**config.mk**
```make
export PLATFORM = sky130hd
export DESIGN_NAME = dmem_responder
export DESIGN_NICKNAME = d
export VERILOG_FILES = /design/src/rtl/dmem_pkg.sv /design/src/rtl/dmem_array.sv /design/src/rtl/dmem_responder.sv
export SDC_FILE = /design/constraint.sdc
export NUM_CORES = 1
export LEC_CHECK = 0
export CAP_MARGIN = 20
export CORE_MARGIN = 3
export CORE_UTILIZATION = 35
export CTS_CLUSTER_SIZE = 24
export DETAILED_ROUTE_END_ITERATION = 6
export DONT_BUFFER_PORTS = 1
export PLACE_DENSITY = 0.54
export SLEW_MARGIN = 5
export SYNTH_ARGS = -nofsm -noshare
export SYNTH_HDL_FRONTEND = slang
export SYNTH_SLANG_ARGS = --single-unit
```
**constraint.sdc**
```tcl
create_clock -name clk_i -period 7.38 [get_ports clk_i]
set_clock_uncertainty 0.2 [all_clocks]
set_input_delay 0.738 -clock clk_i [delete_from_list [all_inputs] [get_ports clk_i]]
set_output_delay 0.738 -clock clk_i [all_outputs]
set_load 0.05 [all_outputs]
```
**src/rtl/dmem_pkg.sv**
```systemverilog
// ---------------------------------------------------------------------------
// dmem_pkg
// Definitions shared by the multi-cycle data-memory responder and its
// storage array.
//   dmem_state_t          : responder FSM state (IDLE, BUSY, DONE)
//   DMEM_LATENCY_DEFAULT  : default number of BUSY cycles per access
//   DMEM_DEPTH_DEFAULT    : default number of words in the array
//   dmem_cnt_width()      : width of the latency down-counter
// ---------------------------------------------------------------------------
package dmem_pkg;

   typedef enum logic [1:0] {
      IDLE = 2'd0,
      BUSY = 2'd1,
      DONE = 2'd2
   } dmem_state_t;

   localparam int unsigned DMEM_LATENCY_DEFAULT = 4;
   localparam int unsigned DMEM_DEPTH_DEFAULT   = 32;

   // The counter must hold LATENCY-1; a latency of 1 still needs a 1-bit counter.
   function automatic int unsigned dmem_cnt_width(input int unsigned latency);
      return (latency > 1) ? $clog2(latency) : 1;
   endfunction

endpackage

```
**src/rtl/dmem_array.sv**
```systemverilog
// ---------------------------------------------------------------------------
// dmem_array
// Word-wide storage of DEPTH x DATA_W with a synchronous write port and a
// combinational read port sharing one index. Contents are not reset.
//   clk_i    : clock, writes take effect on the rising edge
//   i_we     : write enable
//   i_idx    : word index for both read and write
//   i_wdata  : write data
//   o_rdata  : read data at i_idx (combinational)
// ---------------------------------------------------------------------------
module dmem_array #(
   parameter int unsigned DATA_W = 32,
   parameter int unsigned DEPTH  = 32,
   parameter int unsigned IDX_W  = $clog2(DEPTH)
) (
   input  logic              clk_i,
   input  logic              i_we,
   input  logic [IDX_W-1:0]  i_idx,
   input  logic [DATA_W-1:0] i_wdata,
   output logic [DATA_W-1:0] o_rdata
);

   logic [DATA_W-1:0] r_mem [DEPTH];

   always_ff @(posedge clk_i) begin
      if (i_we) begin
         r_mem[i_idx] <= i_wdata;
      end
   end

   assign o_rdata = r_mem[i_idx];

endmodule

```
**src/rtl/dmem_responder.sv**
```systemverilog
// ---------------------------------------------------------------------------
// dmem_responder
// Multi-cycle data-memory responder for the CPU's MEM stage. One request is
// accepted at a time; the pipeline is held with stall_o for LATENCY+1 cycles,
// after which the store is committed or the load data is returned together
// with a single-cycle ack_o.
//   clk_i    : clock
//   rst_i    : asynchronous active-low reset
//   req_i    : access request, held stable by the CPU while stall_o is high
//   we_i     : 1 = store, 0 = load
//   addr_i   : byte address (word index taken from addr_i[IDX_W+1:2])
//   wdata_i  : store data
//   stall_o  : pipeline hold (combinational)
//   ack_o    : access complete, registered one-cycle pulse
//   rdata_o  : load data (store data on a store), registered
// ---------------------------------------------------------------------------
module dmem_responder
   import dmem_pkg::*;
#(
   parameter int unsigned ADDR_W  = 32,
   parameter int unsigned DATA_W  = 32,
   parameter int unsigned DEPTH   = DMEM_DEPTH_DEFAULT,
   parameter int unsigned LATENCY = DMEM_LATENCY_DEFAULT
) (
   input  logic              clk_i,
   input  logic              rst_i,
   input  logic              req_i,
   input  logic              we_i,
   input  logic [ADDR_W-1:0] addr_i,
   input  logic [DATA_W-1:0] wdata_i,
   output logic              stall_o,
   output logic              ack_o,
   output logic [DATA_W-1:0] rdata_o
);

   localparam int unsigned IDX_W = $clog2(DEPTH);
   localparam int unsigned CNT_W = dmem_cnt_width(LATENCY);

   // FSM and counter
   dmem_state_t       r_state;
   dmem_state_t       w_state_nxt;
   logic [CNT_W-1:0]  r_cnt;
   logic [CNT_W-1:0]  w_cnt_nxt;
   logic              w_accept;
   logic              w_commit;

   // Latched request
   logic              r_we;
   logic [IDX_W-1:0]  r_idx;
   logic [DATA_W-1:0] r_wdata;

   // Response registers
   logic              r_ack;
   logic [DATA_W-1:0] r_rdata;

   // Storage interface
   logic              w_mem_we;
   logic [DATA_W-1:0] w_mem_rdata;

   // Byte-offset and upper address bits are deliberately dropped: word-only
   // accesses, and out-of-range addresses wrap modulo DEPTH.
   logic              w_unused_addr;
   assign w_unused_addr = ^{addr_i[ADDR_W-1:IDX_W+2], addr_i[1:0]};

   // ------------------------------------------------------------------------
   // State register
   // ------------------------------------------------------------------------
   always_ff @(posedge clk_i or negedge rst_i) begin
      if (!rst_i) begin
         r_state <= IDLE;
         r_cnt   <= '0;
      end else begin
         r_state <= w_state_nxt;
         r_cnt   <= w_cnt_nxt;
      end
   end

   // ------------------------------------------------------------------------
   // Next-state logic
   // ------------------------------------------------------------------------
   always_comb begin
      w_state_nxt = r_state;
      w_cnt_nxt   = r_cnt;
      w_accept    = 1'b0;
      w_commit    = 1'b0;
      unique case (r_state)
         IDLE: begin
            if (req_i) begin
               w_accept    = 1'b1;
               w_cnt_nxt   = CNT_W'(LATENCY - 1);
               w_state_nxt = BUSY;
            end
         end
         BUSY: begin
            if (r_cnt != '0) begin
               w_cnt_nxt = r_cnt - CNT_W'(1);
            end else begin
               w_commit    = 1'b1;
               w_state_nxt = DONE;
            end
         end
         // A req_i still high here belongs to the access being acknowledged.
         DONE: begin
            w_state_nxt = IDLE;
         end
         default: begin
            w_state_nxt = IDLE;
            w_cnt_nxt   = '0;
         end
      endcase
   end

   // ------------------------------------------------------------------------
   // Request latches: captured only on accept, so anything the CPU does to
   // the request lines during BUSY has no effect on the access in flight.
   // ------------------------------------------------------------------------
   always_ff @(posedge clk_i or negedge rst_i) begin
      if (!rst_i) begin
         r_we    <= 1'b0;
         r_idx   <= '0;
         r_wdata <= '0;
      end else if (w_accept) begin
         r_we    <= we_i;
         r_idx   <= addr_i[IDX_W+1:2];
         r_wdata <= wdata_i;
      end
   end

   // ------------------------------------------------------------------------
   // Response registers: ack pulses in the DONE cycle that follows commit.
   // ------------------------------------------------------------------------
   always_ff @(posedge clk_i or negedge rst_i) begin
      if (!rst_i) begin
         r_ack   <= 1'b0;
         r_rdata <= '0;
      end else begin
         r_ack <= w_commit;
         if (w_commit) begin
            r_rdata <= r_we ? r_wdata : w_mem_rdata;
         end
      end
   end

   // Reset forces IDLE asynchronously, so a pending store never reaches here.
   assign w_mem_we = w_commit & r_we;

   dmem_array #(
      .DATA_W (DATA_W),
      .DEPTH  (DEPTH),
      .IDX_W  (IDX_W)
   ) u_array (
      .clk_i   (clk_i),
      .i_we    (w_mem_we),
      .i_idx   (r_idx),
      .i_wdata (r_wdata),
      .o_rdata (w_mem_rdata)
   );

   // ------------------------------------------------------------------------
   // Outputs
   // ------------------------------------------------------------------------
   assign stall_o = ((r_state == IDLE) & req_i) | (r_state == BUSY);
   assign ack_o   = r_ack;
   assign rdata_o = r_rdata;

endmodule

```
==> out/qor.csv <==
metric;value;unit
met1 usage;0.236;
RR Startpoint;r_idx[1]$_DFFE_PN0P_;
CP required;7.49;ns
post-CTS sizing;0;
CP max stage delay;1.14;ns
Post-route DRC;0;
FILL cells;10600;
Clock Root Buffer;clkbuf_16;
CTS buffer count;104;
DP Worst Slack;3.03;ns
worst setup path class;reg -> reg;
r2r endpoint;u_array.r_mem[2][24]$_DFFE_PP_;
commonest cells in the synthesized netlist;1024 x edfxtp_1, 320 x mux2i_1, 133 x o22ai_1;
drt first pass iters;5;
leakage;15.8;nW
Post-synth EDFFs;1024;
Routed WL per cell;28.2;um
Die Wd;353;um
Clock Sinks;1099;
Syn Nets;2251;
Initial Util;0.355;
Slowest-stage cell, CP;dfrtp_4;
Total Nets Final;2348;
Seq/Total Area, Yosys;0.772;
Worst-Skew Late Latency;0.67;ns
Worst-path clk slew;0.06;ns
top post-synthesis cells by area;edfxtp_1 73%, mux2i_1 7.6%, mux4_2 5.1%;
number of cells produced by synthesis;2182;
Max VDD drop;0.000321;V
largest net degree at the start of global routing;133;
Slew @ Worst Pin;1.14;ns
GR peak layer;met2;
CTS Buffer Depth;3;
final hold vios;0;
crit path time final;4.29;ns
htree depth;3;
port bufs;0;
GP Congestion;0.768;
Vias;21300;
Relative slew margins;0.237;
first-pass GRT wire length;160;mm
Final Max Slew Viols;0;
crit path DAT;4.41;ns
HPWL Detailed;60.6;mm
RSZ-0062 raised after global routing;false;
P&R area growth vs syn;14.8;%
Critical Path End;u_array.r_mem[2][24]$_DFFE_PP_;
Synth Register Bits;1099;
total global routing track utilization;0.177;
post-route setup slack;3.09;ns
grt total ovfl;0;
row count;126;
pwr dens;394;mW/mm^2
crit path launch;r_idx[1]$_DFFE_PN0P_;
HP Class;in -> reg;
CTS tree;done;
Critical Path End Type;flop;
I/O pins;102;
DIE HEIGHT;353;um
Post-synth top flop;edfxtp_1;
Yosys Warn Count;0;
M2 GR Usage;0.298;
post-route setup TNS;0;ns
Die ar.;0.125;sq mm
DRT Wirelength;112;mm
fmax;233;MHz
part of the cycle the worst path needs;0.582;
Final Util;0.408;
vias in the first global route;21700;
WHS;0.0955;ns
top-count cell post-synth;edfxtp_1;
critical path peak fanout;59;
FF-to-FF path depth;3;
initial antenna violation count;3;
CP cell instances;nand4b_1 > nor2_4 > buf_4;
Synth top area share;0.728;
Netlist cell types;45;
antenna-violating nets left;0;
MaxCap Viol Count;0;
Post-synth ARST share;0.0682;
status;completed;
GR met3 Demand/Resource;0.0281;
R2R Setup Slk;3.09;ns
core area;0.119;sq mm
share of cells above drive strength 1;0.189;
final setup fails;0;
cell area after synthesis;0.0422;sq mm
critical hold path startpoint;addr_i[3];
Vias/cell;5.37;
Detailed Route Iter0 Violations;1901;
Synth area leader;edfxtp_1;
Worst Setup Start Kind;flop;
Post-Syn Area per Cell;19.4;sq um
critical path, delay by kind of cell, from the launching register on:
family | cells | cell delay [ns]
DFF | 1 | 1.14
and+or+nand+nor | 2 | 1.99
buffers and inverters | 1 | 0.51
sequential cells by signal, indices dropped and copies added, names as in the netlist:
signal	cells
r_state	2
r_we	1
r_cnt	2
r_idx	5
r_wdata	32
ack_o	1
rdata_o	32
u_array.r_mem	1024
worst min-delay path by stage:
stage,to,slack (ns),cells past startpoint
after global routing,r_idx[1]$_DFFE_PN0P_,0.06,1
after CTS,r_state[0]$_DFFE_PN0P_,0.04,2
after global placement,r_wdata[24]$_DFFE_PN0P_,0.25,0
final,r_idx[1]$_DFFE_PN0P_,0.1,1
after detailed placement,r_wdata[24]$_DFFE_PN0P_,0.25,0
after floorplan,ack_o$_DFF_PN0_,0.24,0
timing repair:
action / CTS / global route
endpoints found under the setup margin: 0 / 0
hold endpoints to repair: 112 / 0
setup buffers: 0 / 0
hold buffers: 39 / 0
logic make-up after synthesis:
family / synth area share
AND/OR/NAND/NOR: 0.0282
multiplexers: 0.144
buffers and inverters: 0.0163
adder cells (fa/ha/maj): 0.000296
flip-flops: 0.772
AO/OA/AOI/OAI: 0.0385
layer usage:
metal | vias up | wire (um)
met5 | - | 0
met4 | 0 | 2800
met3 | 146 | 6370
met2 | 647 | 55500
met1 | 11400 | 47300
li1 | 9099 | -
metrics by stage:
| step | area [sq um] | power [mW] | std cells |
|---|---|---|---|
| after floorplan | 42200 | 11.9 | 2182 |
| after global placement | 44500 | 13.5 | 3729 |
| after detailed placement | 44500 | 13.7 | 3729 |
| after CTS | 48400 | 19.1 | 3962 |
| after global routing | 48500 | 19.8 | 3967 |
| final | 48500 | 19.1 | 3968 |
power breakdown:
group / total (mW) / leakage (nW) / internal (mW) / switching (mW)
clock network: 5.46 / 1.72 / 3.19 / 2.27
registers: 9.03 / 10.1 / 7.98 / 1.05
logic: 4.61 / 3.96 / 1.81 / 2.80
cell usage in the layout (no fill, tap or decap), drive strengths merged, types with 5 or more instances in the layout:
cell	instances
bufinv	12
inv	5
nand2	31
dlygate4sd3	38
nand4b	6
mux4	96
clkinv	38
a211oi	30
nor2b	5
clkbuf	137
nand4bb	6
nor4	32
nor3	6
a31oi	32
mux2	65
nand3b	32
o22ai	133
edfxtp	1024
buf	80
dfrtp	75
o21ai	62
nor2	65
mux2i	320
area by class of cell:
class | count | area [sq um] | share of cell area
clock inverters | 57 | 586 | 0.0121
diodes | 1 | 2.50 | 0.0000516
clock buffers | 137 | 2910 | 0.0601
well taps | 1600 | 2000 | 0.0413
repair buffers | 118 | 1140 | 0.0235
multi-input cells | 954 | 9210 | 0.190
flip-flops and latches | 1099 | 32600 | 0.673
inverters | 2 | 7.51 | 0.000155
Power figures use the tool's default switching activity.
